$ cat src/rtl/cdru_return.sv
// Read-return unit: tracks issued bank reads through the fixed memory latency and
// steers returning data into per-requester (i, d, c) first-word-fall-through FIFOs.
module cdru_return #(
  parameter int WORDWIDTH = 64,
  parameter int RDLAT     = 2,
  parameter int FIFODEPTH = 2
) (
  input  logic                 clk,
  input  logic                 rst_n,
  input  logic                 m_en,
  input  logic [1:0]           m_muxcode,
  input  logic [WORDWIDTH-1:0] m_rdata,
  output logic                 i_rvalid,
  output logic [WORDWIDTH-1:0] i_rdata,
  input  logic                 i_rready,
  output logic                 i_credit,
  output logic                 d_rvalid,
  output logic [WORDWIDTH-1:0] d_rdata,
  input  logic                 d_rready,
  output logic                 d_credit,
  output logic                 c_rvalid,
  output logic [WORDWIDTH-1:0] c_rdata,
  input  logic                 c_rready,
  output logic                 c_credit,
  output logic                 err
);

  localparam int NREQ = 3;
  localparam int CW   = $clog2(FIFODEPTH + 1);
  localparam int PW   = (FIFODEPTH > 1) ? $clog2(FIFODEPTH) : 1;
  localparam logic [CW:0]   DEPTH_W = (CW + 1)'(FIFODEPTH);
  localparam logic [PW-1:0] LAST_P  = PW'(FIFODEPTH - 1);

  typedef logic [CW-1:0] cnt_t;

  logic [RDLAT-1:0]     tag_v;
  logic [1:0]           tag_c    [RDLAT];
  cnt_t                 inflight [NREQ];
  cnt_t                 count    [NREQ];
  logic [PW-1:0]        rd_ptr   [NREQ];
  logic [PW-1:0]        wr_ptr   [NREQ];
  logic [WORDWIDTH-1:0] mem      [NREQ][FIFODEPTH];
  logic [WORDWIDTH-1:0] head     [NREQ];
  logic [NREQ-1:0]      credit, rvalid, rready, issue, push, pop;
  logic                 err_q;

  assign rready = {c_rready, d_rready, i_rready};

  // NOTE: every always_comb output gets a default first so no path leaves it unassigned (no latch).
  always_comb begin
    credit = '0;
    rvalid = '0;
    issue  = '0;
    push   = '0;
    pop    = '0;
    for (int r = 0; r < NREQ; r++) begin
      head[r] = '0;
    end
    for (int r = 0; r < NREQ; r++) begin
      // Credit comes from registered state only; a same-cycle pop never raises it.
      credit[r] = ({1'b0, inflight[r]} + {1'b0, count[r]}) < DEPTH_W;
      rvalid[r] = count[r] != '0;
      issue[r]  = m_en && (m_muxcode == 2'(r)) && credit[r];
      push[r]   = tag_v[RDLAT-1] && (tag_c[RDLAT-1] == 2'(r));
      pop[r]    = rvalid[r] && rready[r];
      if (rvalid[r]) head[r] = mem[r][rd_ptr[r]];
    end
  end

  // NOTE: sequential state uses non-blocking assignments so every register samples pre-edge values.
  always_ff @(posedge clk or negedge rst_n) begin
    if (!rst_n) begin
      tag_v <= '0;
      for (int s = 0; s < RDLAT; s++) tag_c[s] <= '0;
    end else begin
      // Illegal code or a read without credit never enters the line, so its data is dropped.
      tag_v[0] <= |issue;
      tag_c[0] <= m_muxcode;
      for (int s = 1; s < RDLAT; s++) begin
        tag_v[s] <= tag_v[s-1];
        tag_c[s] <= tag_c[s-1];
      end
    end
  end

  always_ff @(posedge clk or negedge rst_n) begin
    if (!rst_n) begin
      err_q <= 1'b0;
      for (int r = 0; r < NREQ; r++) begin
        inflight[r] <= '0;
        count[r]    <= '0;
        rd_ptr[r]   <= '0;
        wr_ptr[r]   <= '0;
      end
    end else begin
      err_q <= err_q | (m_en & ~(|issue));
      for (int r = 0; r < NREQ; r++) begin
        inflight[r] <= inflight[r] + cnt_t'(issue[r]) - cnt_t'(push[r]);
        count[r]    <= count[r] + cnt_t'(push[r]) - cnt_t'(pop[r]);
        if (push[r]) wr_ptr[r] <= (wr_ptr[r] == LAST_P) ? '0 : wr_ptr[r] + 1'b1;
        if (pop[r])  rd_ptr[r] <= (rd_ptr[r] == LAST_P) ? '0 : rd_ptr[r] + 1'b1;
      end
    end
  end

  // NOTE: FIFO storage is not reset; occupancy counters alone decide what is visible.
  always_ff @(posedge clk) begin
    for (int r = 0; r < NREQ; r++) begin
      if (push[r]) mem[r][wr_ptr[r]] <= m_rdata;
    end
  end

  assign i_rvalid = rvalid[0];
  assign d_rvalid = rvalid[1];
  assign c_rvalid = rvalid[2];
  assign i_rdata  = head[0];
  assign d_rdata  = head[1];
  assign c_rdata  = head[2];
  assign i_credit = credit[0];
  assign d_credit = credit[1];
  assign c_credit = credit[2];
  assign err      = err_q;

endmodule

$ cat config.mk
export PLATFORM = sky130hd
export DESIGN_NAME = cdru_return
export DESIGN_NICKNAME = d
export VERILOG_FILES = /design/src/rtl/cdru_return.sv
export SDC_FILE = /design/constraint.sdc
export NUM_CORES = 1
export LEC_CHECK = 0
export CORE_MARGIN = 2
export CORE_UTILIZATION = 48
export CTS_CLUSTER_SIZE = 24
export DETAILED_ROUTE_END_ITERATION = 12
export PLACE_DENSITY = 0.85
export SLEW_MARGIN = 30
export SYNTH_ARGS = -nofsm -noshare
export SYNTH_HDL_FRONTEND = slang
export SYNTH_SLANG_ARGS = --single-unit
$ cat constraint.sdc
create_clock -name clk -period 4.4 [get_ports clk]
set_input_delay 0.44 -clock clk [delete_from_list [all_inputs] [get_ports clk]]
set_output_delay 0.44 -clock clk [all_outputs]
set_load 0.1 [all_outputs]
==> flow_summary.json, run 1 <==
{
  "synth.top_cell.area_share_pct": 73.48,
  "whs_path_depth": 0,
  "arrival_ns": 3.25,
  "yosys_warnings": 0,
  "post-route-period-util_pct": 83.84,
  "vias": 8674,
  "die-area_mm2": 0.03416,
  "grt_usage_pct": 20.85,
  "grt_pass1_vias": 9148,
  "die_x_um": 184.8,
  "path_clk_slew_ns": 0.06,
  "critical_path.max_fanout": 41,
  "setup_viol": 0,
  "fin_tns_setup_ns": 0,
  "r2r.worst_path.cells": 9,
  "rows": 66,
  "ant_nets": 0,
  "crit_type": "reg -> out",
  "cp-start-kind": "flop",
  "cts_sinks": 409,
  "grt-ovfl-total": 0,
  "nFillCells": 2328,
  "slew_headroom_pct": 30.31,
  "synth.avg_cell_area_um2": 17.30,
  "placed_cell_area_mm2": 0.01888,
  "finClkSkew_ns": 0.01633,
  "die_h_um": 184.8,
  "io_buffers": 270,
  "status": "finished, final reports clean",
  "synth_common_cells": "384 x edfxtp_1, 201 x nor2_1, 192 x mux2i_1",
  "rsz0062_at_grt": "false",
  "cts_buffer_depth": 3,
  "register_area_mm2": 0.01217,
  "min_period_ns": 3.689,
  "ys_types": 20,
  "dp_hpwl_mm": 21.21,
  "ys_top_cells_by_area": "edfxtp_1 73%, mux2i_1 12%, nor2_1 4.8%",
  "cts_made_buffers": 41,
  "cts_resized": 0,
  "hp-class": "reg -> reg",
  "wl_per_cell_um": 21.29,
  "synth_flop_cell": "edfxtp_1",
  "synth_area_mm2": 0.01569,
  "async_reset_ff_share_pct": 6.112,
  "clkLatencyLatePin_ns": 0.52,
  "synth_area_leader_cell": "edfxtp_1",
  "ioPinCount": 271,
  "end_kind": "primary output",
  "area_delta_synth_final_pct": 28.21,
  "multiInputGateArea_mm2": 0.003221,
  "dr.pass1.iters": 5,
  "core_area_mm2": 0.03237,
  "drv_cap": 0,
  "synth_edf_count": 384,
  "nNetsFinal": 1279,
  "place_congestion": 0.7684,
  "antenna_found_initial": 1,
  "wl_mm": 35.46,
  "drv_slew": 0,
  "viasPerCell": 5.210,
  "synthCells": 907,
  "fmax_ghz": 0.2711,
  "htreeDepth": 2,
  "fin_ws_ns": 0.7112,
  "worst_pin_slew_ns": 1.042,
  "post_cts_buffers": 0,
  "dp_slack_ns": 1.263,
  "ys_seq_area_share_pct": 77.46,
  "start_util_pct": 48.48,
  "yosys_register_bits": 409,
  "syn-num-nets": 994,
  "drtIter0Drc": 603,
  "design_area_mm2": 0.02012,
  "required_ns": 3.96,
  "drcViolationCount": 0,
  "drive_gt1_share_pct": 8.101,
  "root_buffer": "clkbuf_16",
  "post-route-util_pct": 62.16,
  "yosysMostFrequentCell": "edfxtp_1",
  "grt_pass1_wl_mm": 53.44,
  "hold_viol": 0,
  "cts_hold_buf": 1,
  "cts_tree": "done",
  "grt_max_degree": 65
}
stage by stage:
step / hold WS, ns / instances
finish: 0.3671 / 1665
global route: 0.3659 / 1664
CTS: 0.3638 / 1664
detailed placement: 0.3420 / 1590
global placement: 0.3322 / 1587
floorplan: 0.1444 / 907
metal layers:
| metal | global-route usage [%] | share of wire, % | vias up |
|---|---|---|---|
| met4 | 6.603 | 2.9 | 0 |
| met3 | 5.191 | 7.5 | 71 |
| li1 | - | - | 3904 |
| met2 | 35.33 | 49 | 371 |
| met1 | 26.54 | 40 | 4328 |
| met5 | 0 | 0 | - |
layout make-up:
| class | count | share of cell area [%] |
|---|---|---|
| clock inverter | 24 | 0.9327 |
| multi-input combinational | 443 | 16.01 |
| antenna | 1 | 0.01244 |
| timing repair buffer | 285 | 14.35 |
| sequential | 409 | 60.47 |
| clock buffer | 49 | 5.248 |
| inverter | 12 | 0.2301 |
| tap | 442 | 2.748 |
placed cells by master (no fill, tap or decap), drive strengths merged:
master / synthesis / layout
clkinv: 1 / 20
xnor2: 15 / 15
buf: 43 / 34
mux2i: 192 / 192
nand4b: 2 / 2
edfxtp: 384 / 384
nand3b: 2 / 2
diode: 0 / 1
xor2: 3 / 3
nand3: 1 / 1
dfrtp: 25 / 25
clkbuf: 0 / 49
nand4bb: 1 / 1
and2: 9 / 9
clkdlybuf4s50: 0 / 250
clkinvlp: 0 / 2
dlygate4sd3: 0 / 1
fa: 3 / 3
ha: 12 / 12
or3b: 1 / 1
nor2: 201 / 201
a41o: 1 / 1
bufinv: 0 / 3
inv: 11 / 11
registers in the layout, indices dropped and copies added, names as in the netlist:
| name | flops |
|---|---|
| tag_c | 4 |
| mem | 384 |
| inflight | 6 |
| tag_v | 2 |
| count | 6 |
| wr_ptr | 3 |
| err | 1 |
| rd_ptr | 3 |
worst max-delay path, cell delays in order, from the launching register on:
cell and delay, ns:
dfrtp_4 0.74, buf_12 0.38, mux2i_1 0.15, nor2_1 0.20, clkdlybuf4s50_1 1.17
cells by family (layout without fill, tap and decap cells):
kind of cell / Yosys count / count (layout) / share of synthesized area (%)
DFF: 409 / 409 / 77.46
and+or+nand+nor: 217 / 217 / 5.533
muxes: 192 / 192 / 12.25
buffers and inverters: 55 / 370 / 2.352
xor gates and xnor gates: 18 / 18 / 1.005
adders and majority gates: 15 / 15 / 1.339
AOI/OAI and AO/OA: 1 / 1 / 0.06378
other: 0 / 1 / 0
worst paths after layout:
kind	slack, ns	start	to
worst max register to register	1.81	count[1]$_DFF_PN0_	count[1]$_DFF_PN0_
worst min-delay path	0.37	tag_c[2]$_DFF_PN0_	tag_c[0]$_DFF_PN0_
max in group asynchronous	3.47	rst_n	rd_ptr[1]$_DFFE_PN0P_
worst max-delay path	0.71	rd_ptr[0]$_DFFE_PN0P_	c_rdata[4]
worst min register to register	0.37	tag_c[2]$_DFF_PN0_	tag_c[0]$_DFF_PN0_
min in group asynchronous	0.48	rst_n	inflight[2]$_DFF_PN0_
Power of run 1 is left out: the tool's default activity adds up to more than one toggle a clock period on the data nets, which glitch-free logic cannot reach.
==> run 2, diff against run 1 <==
- clock period: 4.4 -> 3.3 ns (I/O delays scaled with it)
==> run 2 against run 1 <==
First-iteration DRC count is 6.0% lower; setup slack worse by 0.070 ns; clock-buffer cell count is 6 higher; critical path depth stayed put; register-to-register slack worse by 0.81 ns; non-clock buffer count is 7 higher; sequential share of layout area is 0.83 points higher; global-route usage is 1.1 points lower; flip-flop and latch count stayed put; via count is 1.0% lower; wire length is 3.8% lower; die area stayed put; largest cell class unchanged.
==> flow_summary.json, run 2 (synthesis gave the netlist of run 1 again) <==
{
  "status": "finished, final reports clean",
  "hp-class": "in -> async",
  "r2r_slack_ns": 1.00,
  "crit_type": "reg -> out",
  "core_area_mm2": 0.03237,
  "grt_max_degree": 56,
  "diodes": 0,
  "min_period_ns": 2.659,
  "drcViolationCount": 0,
  "post_cts_buffers": 0,
  "hold_viol": 0,
  "dp_slack_ns": 1.006,
  "drv_slew": 0,
  "place_congestion": 0.7925,
  "slowest_delay_ns": 0.85,
  "grt-ovfl-total": 0,
  "grt_pass1_wl_mm": 50.93,
  "rsz0062_at_grt": "false",
  "reg2reg_from": "count[4]$_DFF_PN0_",
  "cts_resized": 0,
  "wl_per_cell_um": 20.38,
  "path_clk_slew_ns": 0.07,
  "nNetsFinal": 1287,
  "slew_headroom_pct": 34.66,
  "cp_top_family": "flip-flops",
  "dp_hpwl_mm": 21.55,
  "cts_made_buffers": 42,
  "drtIter0Drc": 567,
  "start_util_pct": 48.48,
  "mostFrequentLayoutCells": "384 x edfxtp_1, 213 x buf_4, 192 x mux2i_1, 192 x nor2_1, 72 x clkdlybuf4s50_1",
  "worst_pin_slew_ns": 0.9770,
  "die_x_um": 184.8,
  "grt_pass1_vias": 8853,
  "crit-reg2reg-capture": "inflight[5]$_DFF_PN0_",
  "area_delta_synth_final_pct": 26.48,
  "fmax_ghz": 0.3761,
  "post-route-period-util_pct": 80.56,
  "r2r.worst_path.cells": 9,
  "vias": 8584,
  "dr.pass1.iters": 4,
  "viasPerCell": 5.131,
  "slowest_stage": "dfrtp_4",
  "drive_gt1_share_pct": 23.80,
  "root_buffer": "clkbuf_16",
  "path_cells": "buf_4, mux2i_1, nor2_1, buf_4",
  "setup_viol": 0,
  "io_buffers": 270,
  "htreeDepth": 2,
  "grt_usage_pct": 19.73,
  "end_kind": "primary output",
  "cts_sinks": 409,
  "required_ns": 2.97,
  "finClkSkew_ns": 0.01812,
  "final_common_cell": "edfxtp_1",
  "largest_reg_flops": 384,
  "die_h_um": 184.8,
  "cts_tree": "done",
  "arrival_ns": 2.33,
  "ioPinCount": 271,
  "antenna_found_initial": 0,
  "rows": 66,
  "cpMostUsedCell": "buf_4",
  "fin_ws_ns": 0.6414,
  "clkLatencyLatePin_ns": 0.52,
  "die-area_mm2": 0.03416,
  "critPathBufInv": 2,
  "fin_tns_setup_ns": 0,
  "drv_cap": 0,
  "wl_mm": 34.10,
  "critical_path.max_fanout": 32,
  "cp-start-kind": "flop",
  "cts_hold_buf": 0,
  "placed_cell_area_mm2": 0.01846,
  "ant_nets": 0,
  "design_area_mm2": 0.01985,
  "cts_buffer_depth": 3
}
==> run 2: cell type report <==
cell class	count	area [um^2]
Tap cell	442	553.0
Inverter	12	46.29
Fill cell	2329	12520
Timing Repair Buffer	292	2460
Clock inverter	20	220.2
Sequential cell	409	12170
Clock buffer	55	1174
Multi-Input combinational cell	443	3228
==> run 2: worst max-delay path by stage <==
stage / end / cells past startpoint / startpoint / slack, ns
final: c_rdata[45] / 4 / rd_ptr[0]$_DFFE_PN0P_ / 0.64
after global routing: c_rdata[36] / 4 / rd_ptr[0]$_DFFE_PN0P_ / 0.52
after CTS: c_rdata[36] / 4 / rd_ptr[0]$_DFFE_PN0P_ / 0.59
after detailed placement: inflight[1]$_DFF_PN0_ / 9 / count[0]$_DFF_PN0_ / 1.01
after global placement: inflight[1]$_DFF_PN0_ / 9 / count[0]$_DFF_PN0_ / 1.11
after floorplan: inflight[3]$_DFF_PN0_ / 9 / inflight[2]$_DFF_PN0_ / 0.34
==> run 2: metrics by stage <==
| step | hold WS [ns] | cells | utilization, % |
|---|---|---|---|
| after global routing | 0.3490 | 1673 | 61.32 |
| after floorplan | 0.03441 | 907 | - |
| after detailed placement | 0.3379 | 1598 | 57.01 |
| after CTS | 0.3115 | 1673 | 61.32 |
| after global placement | 0.3329 | 1598 | 57.01 |
| final | 0.2940 | 1673 | 61.32 |
==> run 2: metal layers <==
| metal | global-route usage [%] | part of all wire (%) |
|---|---|---|
| met1 | 25.62 | 42 |
| met2 | 34.56 | 51 |
| met3 | 3.460 | 5.7 |
| met4 | 4.952 | 1.8 |
| met5 | 0 | 0 |
Power of run 2 is left out for the same reason.
==> run 3, diff against run 2 <==
- clock period: 3.3 -> 2.2 ns (I/O delays scaled with it)
==> run 3 against run 2 <==
The run now ends with negative setup slack left; register-to-register slack worse by 1.1 ns; non-clock buffer count is 40 higher; global-route usage is 3.5 points higher; die area stayed put; sequential share of layout area is 9.2 points lower; clock skew is 0.0013 ns lower; design area is 18% higher; flip-flop and latch count stayed put; critical path type is now reg -> reg.
==> flow_summary.json, run 3 (synthesis gave the netlist of run 1 again) <==
{
  "arrival_ns": 2.70,
  "dr.pass1.iters": 5,
  "dp_slack_ns": -0.03879,
  "ant_nets": 0,
  "nNetsFinal": 1327,
  "wl_per_cell_um": 23.46,
  "place_congestion": 0.7605,
  "crit_type": "reg -> reg",
  "grt_usage_pct": 23.20,
  "drtIter0Drc": 837,
  "slowest_delay_ns": 0.53,
  "placed_cell_area_mm2": 0.02165,
  "slew_headroom_pct": 71.07,
  "grt_pass1_vias": 9716,
  "wl_mm": 40.16,
  "io_buffers": 270,
  "multiInputGateArea_mm2": 0.003797,
  "rows": 66,
  "hold_viol": 0,
  "path_clk_slew_ns": 0.06,
  "critPathBufInv": 1,
  "min_period_ns": 2.300,
  "nFillCells": 1877,
  "die_x_um": 184.8,
  "largest_reg_flops": 384,
  "antenna_found_initial": 1,
  "register_area_mm2": 0.01217,
  "grt-ovfl-total": 0,
  "dp_hpwl_mm": 23.60,
  "grt_pass1_wl_mm": 58.72,
  "cts_made_buffers": 42,
  "failed_checks": "negative setup slack",
  "die-area_mm2": 0.03416,
  "fin_ws_ns": -0.1004,
  "clkLatencyLatePin_ns": 0.53,
  "htreeDepth": 2,
  "cts_tree": "done",
  "die_h_um": 184.8,
  "status": "finished, violations left",
  "path_cells": "and2_4, fa_1, nor2_4, nand4b_1, ha_1, inv_2, ha_4, xnor2_2, xnor2_1",
  "drive_gt1_share_pct": 41.81,
  "vias": 8961,
  "mostFrequentLayoutCells": "384 x edfxtp_1, 219 x buf_12, 192 x mux2i_1",
  "drv_cap": 0,
  "fin_tns_setup_ns": -0.2759,
  "finClkSkew_ns": 0.01684,
  "area_delta_synth_final_pct": 48.82,
  "drcViolationCount": 0,
  "grt_max_degree": 65,
  "core_area_mm2": 0.03237,
  "fmax_ghz": 0.4347,
  "critical_path.max_fanout": 2,
  "setup_viol": 23,
  "worst_pin_slew_ns": 0.4340,
  "end_kind": "flop",
  "rsz0062_at_grt": "true",
  "cp-start-kind": "flop",
  "start_util_pct": 48.48,
  "slowest_stage": "fa_1",
  "ioPinCount": 271,
  "post-route-period-util_pct": 104.6,
  "cp_top_family": "adder cells",
  "diodes": 0,
  "design_area_mm2": 0.02336,
  "viasPerCell": 5.234,
  "root_buffer": "clkbuf_16",
  "final_common_cell": "edfxtp_1",
  "drv_slew": 0,
  "cts_sinks": 409,
  "required_ns": 2.60,
  "hp-class": "in -> async",
  "cts_buffer_depth": 3
}
run 3: cell types whose count changed in the layout (fill, tap and decap cells not counted), sizes merged:
cell           delta
buf              +38
bufinv            -3
clkinv            +3
clkbuf            +1
clkdlybuf4s50     -1
clkinvlp          +1
run 3: area by class of cell:
| cell class | count | area share (%) |
|---|---|---|
| clock buffers | 53 | 4.811 |
| clock inverters | 21 | 0.6428 |
| inverters | 12 | 0.1982 |
| multi-input cells | 443 | 16.26 |
| flip-flops and latches | 409 | 52.10 |
| well taps | 442 | 2.368 |
| repair buffers | 332 | 23.62 |
run 3: per-layer routing:
| metal | up-vias | wire length [um] | GRT usage [%] | part of all wire [%] |
|---|---|---|---|---|
| met5 | - | 0 | 0 | 0 |
| met3 | 61 | 3318 | 6.134 | 8.3 |
| li1 | 4008 | - | - | - |
| met1 | 4508 | 15650 | 28.74 | 39 |
| met2 | 384 | 20370 | 40.64 | 51 |
| met4 | 0 | 827 | 5.778 | 2.1 |
run 3: timing repair:
action,CTS,global route
pin swaps,2,8
gates resized for setup,12,23
setup buffers,14,4
gates cloned,1,4
hold buffers,0,0
endpoints found under the setup margin,138,138
run 3: worst register-to-register path: stages (launching register included):
cell and delay, ns:
dfrtp_1 0.38, and2_4 0.16, fa_1 0.53, nor2_4 0.13
nand4b_1 0.17, ha_1 0.36, inv_2 0.05, ha_4 0.15
xnor2_2 0.13, xnor2_1 0.13
run 3: metrics by stage:
stage / hold slack, ns / instances / util, %
detailed placement: 0.3411 / 1615 / 66.88
floorplan: -0.07559 / 907 / -
global placement: 0.3391 / 1615 / 66.88
global route: 0.09910 / 1712 / 72.15
finish: 0.07831 / 1712 / 72.15
CTS: 0.06869 / 1704 / 71.52
run 3: worst paths after layout:
| path | endpoint | slack, ns | depth (start not counted) | start |
|---|---|---|---|---|
| max | inflight[3]$_DFF_PN0_ | -0.10 | 9 | inflight[2]$_DFF_PN0_ |
| min | tag_c[2]$_DFF_PN0_ | 0.08 | 2 | rst_n |
| max reg2reg | inflight[3]$_DFF_PN0_ | -0.10 | 9 | inflight[2]$_DFF_PN0_ |
| min reg2reg | tag_v[1]$_DFF_PN0_ | 0.35 | 0 | tag_v[0]$_DFF_PN0_ |
| max in group asynchronous | rd_ptr[0]$_DFFE_PN0P_ | 1.85 | 2 | rst_n |
| min in group clk | tag_c[3]$_DFF_PN0_ | 0.27 | 1 | m_muxcode[1] |
Power of run 3 is left out for the same reason.
==> RTL change 1, RTL diff (config.mk and constraints of run 2) <==
The parameter `FIFODEPTH` goes from 2 to 1.
--- a/src/rtl/cdru_return.sv
+++ b/src/rtl/cdru_return.sv
@@ -3,7 +3,7 @@
 module cdru_return #(
   parameter int WORDWIDTH = 64,
   parameter int RDLAT     = 2,
-  parameter int FIFODEPTH = 2
+  parameter int FIFODEPTH = 1
 ) (
   input  logic                 clk,
   input  logic                 rst_n,
Behaviour: not the same (Yosys sat finds a counterexample within 4 cycles, from zero or initial values and one cycle with rst_n low).
==> RTL change 1 against run 2 <==
Routed wire length down 49%. Critical path depth down 3. Sequential share of layout area shrank 4.1 points. Worst setup slack improved by 0.37 ns. Sequential cell count is 204 lower. Area after synthesis down 52%. Cell area shrank 46%. Critical path type unchanged. Worst hold slack got worse by 0.069 ns.
==> RTL change 1: results (changes against run 2) <==
CTS
  • Cts bufs inserted: 21 (-50%)
  • H-tree depth: 1 (-1)
  • Worst-skew pair later-pin latency: 0.48 ns (-0.04 ns)

Finish
  • Sequential cell area share: 57.2% (-4.1 points)
  • Final #Nets: 794 (-38%)
  • Buffering overhead: 21.2% (+8.8 points)
  • Layout clock area frac: 5.90% (-1.1 points)
  • Multi-input gate area: 1400 µm² (-57%)
  • Synth-to-Final Area Change: 40.4%
  • Layout cell share with drive strength beyond 1: 32.8% (+9.0 points)
  • FILL cells: 1,098 (-53%)

Routing
  • Final WL: 17.6 mm (-49%)
  • DRT Pass-1 Iters: 5 (+1)
  • Starting DRT DRC Count: 272 (-52%)
  • Vias per inst: 4.86 (-5.3%)

Setup path
  • Largest stage delay, worst path: 1.13 ns (+0.28 ns)
  • Reg2reg start: tag_c[0]
  • Worst setup path startpoint: err
  • FF-to-FF End: mem[0][133]
  • CP max stage cell: clkdlybuf4s50_1
  • Max Fanout on Critical Path: 2 (-94%)
  • Worst r2r path cells: 3 (-6)
  • Top delay family on crit path: buffers and inverters
  • R2r setup slk: 1.37 ns (+0.37 ns)
  • Worst setup endpoint: err
  • CP arrival: 1.96 ns (-0.37 ns)

Synth
  • Synth Net Count: 517 (-48%)
  • Top cells by count, synth: and2_1 (192), edfxtp_1 (192), dfrtp_1 (13)
  • Synth top area cells: edfxtp_1 (76%), and2_1 (16%), dfrtp_1 (4.3%)
  • Post-Syn Area per Cell: 17.1 µm² (-1.3%)
  • Number of flops mapped to enable cells by yosys: 192 (-50%)
  • Synth Register Bits: 205 (-50%)
  • Fraction of registers with async set/reset: 6.34% (+0.23 points)
  • Synth cell types: 25 (+25%)

Global route
  • Gr usage total: 20.2% (+0.44 points)
  • Vias in the first global route: 4,759 (-46%)
  • Global-route wire length before repair: 26.1 mm (-49%)

Timing
  • Slew @ Worst Pin: 0.964 ns (-0.0134 ns)
  • Final period utilization: 69.3% (-11 points)
  • Worst Hold Slack: 0.225 ns (-0.0686 ns)
  • Skew final: 0.0123 ns (-0.00578 ns)

Placement
  • Post-DP Area: 10,000 µm² (-46%)
  • Hpwl dp: 11.3 mm (-48%)

Status
  • Status: complete, no violations
-- RTL change 1: per-stage QoR --
step / instances / util (%)
after floorplan: 445 / -
after global placement: 915 / 64.1
after detailed placement: 915 / 64.1
after CTS: 951 / 68.1
after global routing: 951 / 68.2
final: 951 / 68.2
-- RTL change 1: per-layer routing --
metal	wire length [µm]	global-route usage (%)
met1	6730	25.0
met2	8920	34.7
met5	0	0
met4	523	6.77
met3	1390	5.21
-- RTL change 1: report_power, final --
part	leakage (nW)	internal [mW]	total [mW]	switching [mW]
registers	1.89	2.99	3.10	0.117
clock network	0.308	1.26	2.16	0.900
logic	2.03	0.408	2.00	1.59
-- RTL change 1: logic make-up after synthesis --
family / count (synthesis) / synth area share, %
AO/OA/AOI/OAI: 4 / 0.445
XOR/XNOR: 6 / 0.691
buffers and inverters: 23 / 1.47
flip-flops: 205 / 80.1
AND/OR/NAND/NOR: 207 / 17.3
==> RTL change 2, RTL diff (config.mk and constraints of run 2) <==
Made on the original files. Register the outputs `i_credit`, `d_credit` and `c_credit`, cleared by the reset; this adds one clock of latency there. The other outputs are not delayed to match.
--- a/src/rtl/cdru_return.sv
+++ b/src/rtl/cdru_return.sv
@@ -116,9 +116,17 @@
   assign i_rdata  = head[0];
   assign d_rdata  = head[1];
   assign c_rdata  = head[2];
-  assign i_credit = credit[0];
-  assign d_credit = credit[1];
-  assign c_credit = credit[2];
+  always_ff @(posedge clk or negedge rst_n) begin
+    if (!rst_n) begin
+      i_credit <= '0;
+      d_credit <= '0;
+      c_credit <= '0;
+    end else begin
+      i_credit <= credit[0];
+      d_credit <= credit[1];
+      c_credit <= credit[2];
+    end
+  end
   assign err      = err_q;
 
 endmodule
Check against the original RTL: not equivalent (a bounded check fails within 4 cycles, from zero or initial values and one cycle with rst_n low).
==> RTL change 2 against run 2 <==
Area after synthesis grew 0.48%. Fmax shrank 2.2%. Die area grew 0.47%. Global-route usage shrank 0.13 points. Sequential cell count grew 3. Worst setup slack lost 0.059 ns. Final cell count shrank 0.12%. Worst hold slack lost 0.023 ns. Routed wire length shrank 1.1%. Non-clock buffer count shrank 5. Cell area is essentially flat. Highest routed layer unchanged.
Power is not shown: default switching activity piles up to over one toggle a cycle in this logic, so the estimate is an artifact.
==> RTL change 2: results (changes against run 2) <==
Status
  • Status: complete, no violations

Synth
  • Synth cell types: 20 (unchanged)
  • Top_reg_cell synth: edfxtp_1
  • Synth warnings: 0 (unchanged)
  • Sequential area share after synthesis: 77.6% (+0.11 points)
  • Post-Syn Area per Cell: 17.3 µm² (+0.15%)
  • Fraction of registers with async set/reset: 6.80% (+0.68 points)
  • Number of flops mapped to enable cells by yosys: 384 (unchanged)
  • Synth Net Count: 997 (+0.30%)
  • Synth top area cells: edfxtp_1 (73%), mux2i_1 (12%), nor2_1 (4.8%)
  • Top cells by count, synth: edfxtp_1 (384), nor2_1 (201), mux2i_1 (192)
  • Largest area contributor in the netlist: edfxtp_1

Setup path
  • R2r setup slk: 0.96 ns (-0.04 ns)
  • CP arrival: 2.39 ns (+0.06 ns)
  • Max Fanout on Critical Path: 34 (+6.3%)

CTS
  • Clk slew on worst S/H paths: 0.06 ns
  • Clk buf depth: 3 (unchanged)
  • Worst-skew pair later-pin latency: 0.52 ns (about the same)
  • Setup Buffers After CTS: 0 (unchanged)
  • Post-CTS Resized: 0 (unchanged)
  • Root Buffer: clkbuf_16
  • Cts bufs inserted: 42 (unchanged)
  • H-tree depth: 2 (unchanged)

Finish
  • Layout cell share with drive strength beyond 1: 23.4% (-0.37 points)
  • Max reg flops: 384 (unchanged)
  • # diodes: 0 (unchanged)
  • FILL cells: 2,316 (-0.56%)
  • Final #Nets: 1,285 (-0.16%)
  • Final std cells w/o fill: 1,671 (-0.12%)

Hold path
  • Hold Crit Class: input pin to async pin

Global route
  • Vias in the first global route: 9,091 (+2.7%)
  • Gr usage total: 19.6% (-0.13 points)
  • Antenna violations before repair: 0 (unchanged)
  • Largest net degree at the start of global routing: 65 (+16%)
  • Global-route wire length before repair: 50.9 mm (-0.12%)

Routing
  • Final WL: 33.7 mm (-1.1%)
  • Vias per inst: 5.14 (+0.24%)
  • Routed wl met2: 17.1 mm (-0.58%)
  • Metal-1 WL: 13.8 mm (-3.2%)
  • DR top layer: met4
  • Metal3 WL: 1.89 mm (-2.4%)
  • DRT Pass-1 Iters: 5 (+1)
  • Starting DRT DRC Count: 544 (-4.1%)

Placement
  • Hpwl dp: 21.1 mm (-2.2%)
  • Dpl ws: 0.968 ns (-0.0383 ns)
  • PortBufs: 270 (unchanged)
  • DP Cell Count: 1,595 (-0.19%)
  • Placer congestion estimate: 0.800 (+0.98%)

Timing
  • Skew final: 0.0115 ns (-0.00661 ns)
  • Crit path time final: 2.72 ns (+0.0594 ns)
  • Slew HR: 34.9% (+0.21 points)
[RTL change 2: cell count changes after synthesis]
cell            run 2  this run
dfrtp_1            25        28
[RTL change 2: kinds of logic (layout without fill, tap and decap cells)]
logic type                 Yosys count  after routing  share of synthesized area (%)
adders and majority gates           15             15                           1.33
buffers and inverters               55            374                           2.34
DFF                                412            412                           77.6
and+or+nand+nor                    217            217                           5.51
xor gates and xnor gates            18             18                           1.00
AOI/OAI and AO/OA                    1              1                         0.0635
muxes                              192            192                           12.2
[RTL change 2: critical path, cell delays in order, from the launching register on]
cell and delay (ns):
dfrtp_4 0.82, buf_12 0.34, mux2i_1 0.15, nor2_1 0.20, buf_4 0.33
[RTL change 2: metal layers]
layer	track usage, %	up-vias
met5	0	-
met4	6.48	0
met3	3.44	62
met2	34.2	318
met1	24.8	4293
li1	-	3921
[RTL change 2: final timing paths]
path                       startpoint     endpoint  cells past startpoint
setup / recovery            rd_ptr[2]  i_rdata[18]                      4
max in group asynchronous       rst_n     tag_v[0]                      2
min in group clk             tag_v[0]     tag_v[1]                      0
setup reg to reg             count[2]  inflight[3]                      9
hold / removal                  rst_n     count[1]                      1
hold reg to reg              tag_v[0]     tag_v[1]                      0
[RTL change 2: area by class of cell]
cell class	count	area share [%]
multi-input cells	443	16.2
clock inverters	20	0.907
inverters	12	0.233
flip-flops and latches	412	61.6
repair buffers	287	12.3
clock buffers	55	5.96
well taps	442	2.78
[RTL change 2: per-stage QoR]
step           hold WS (ns)  area (µm²)  utilization [%]
2_1_floorplan        0.0344       15800                -
3_3_place_gp          0.332       18500             56.9
3_5_place_dp          0.337       18500             56.9
4_1_cts               0.259       19800             61.1
5_1_grt               0.304       19900             61.2
6_report              0.271       19900             61.2
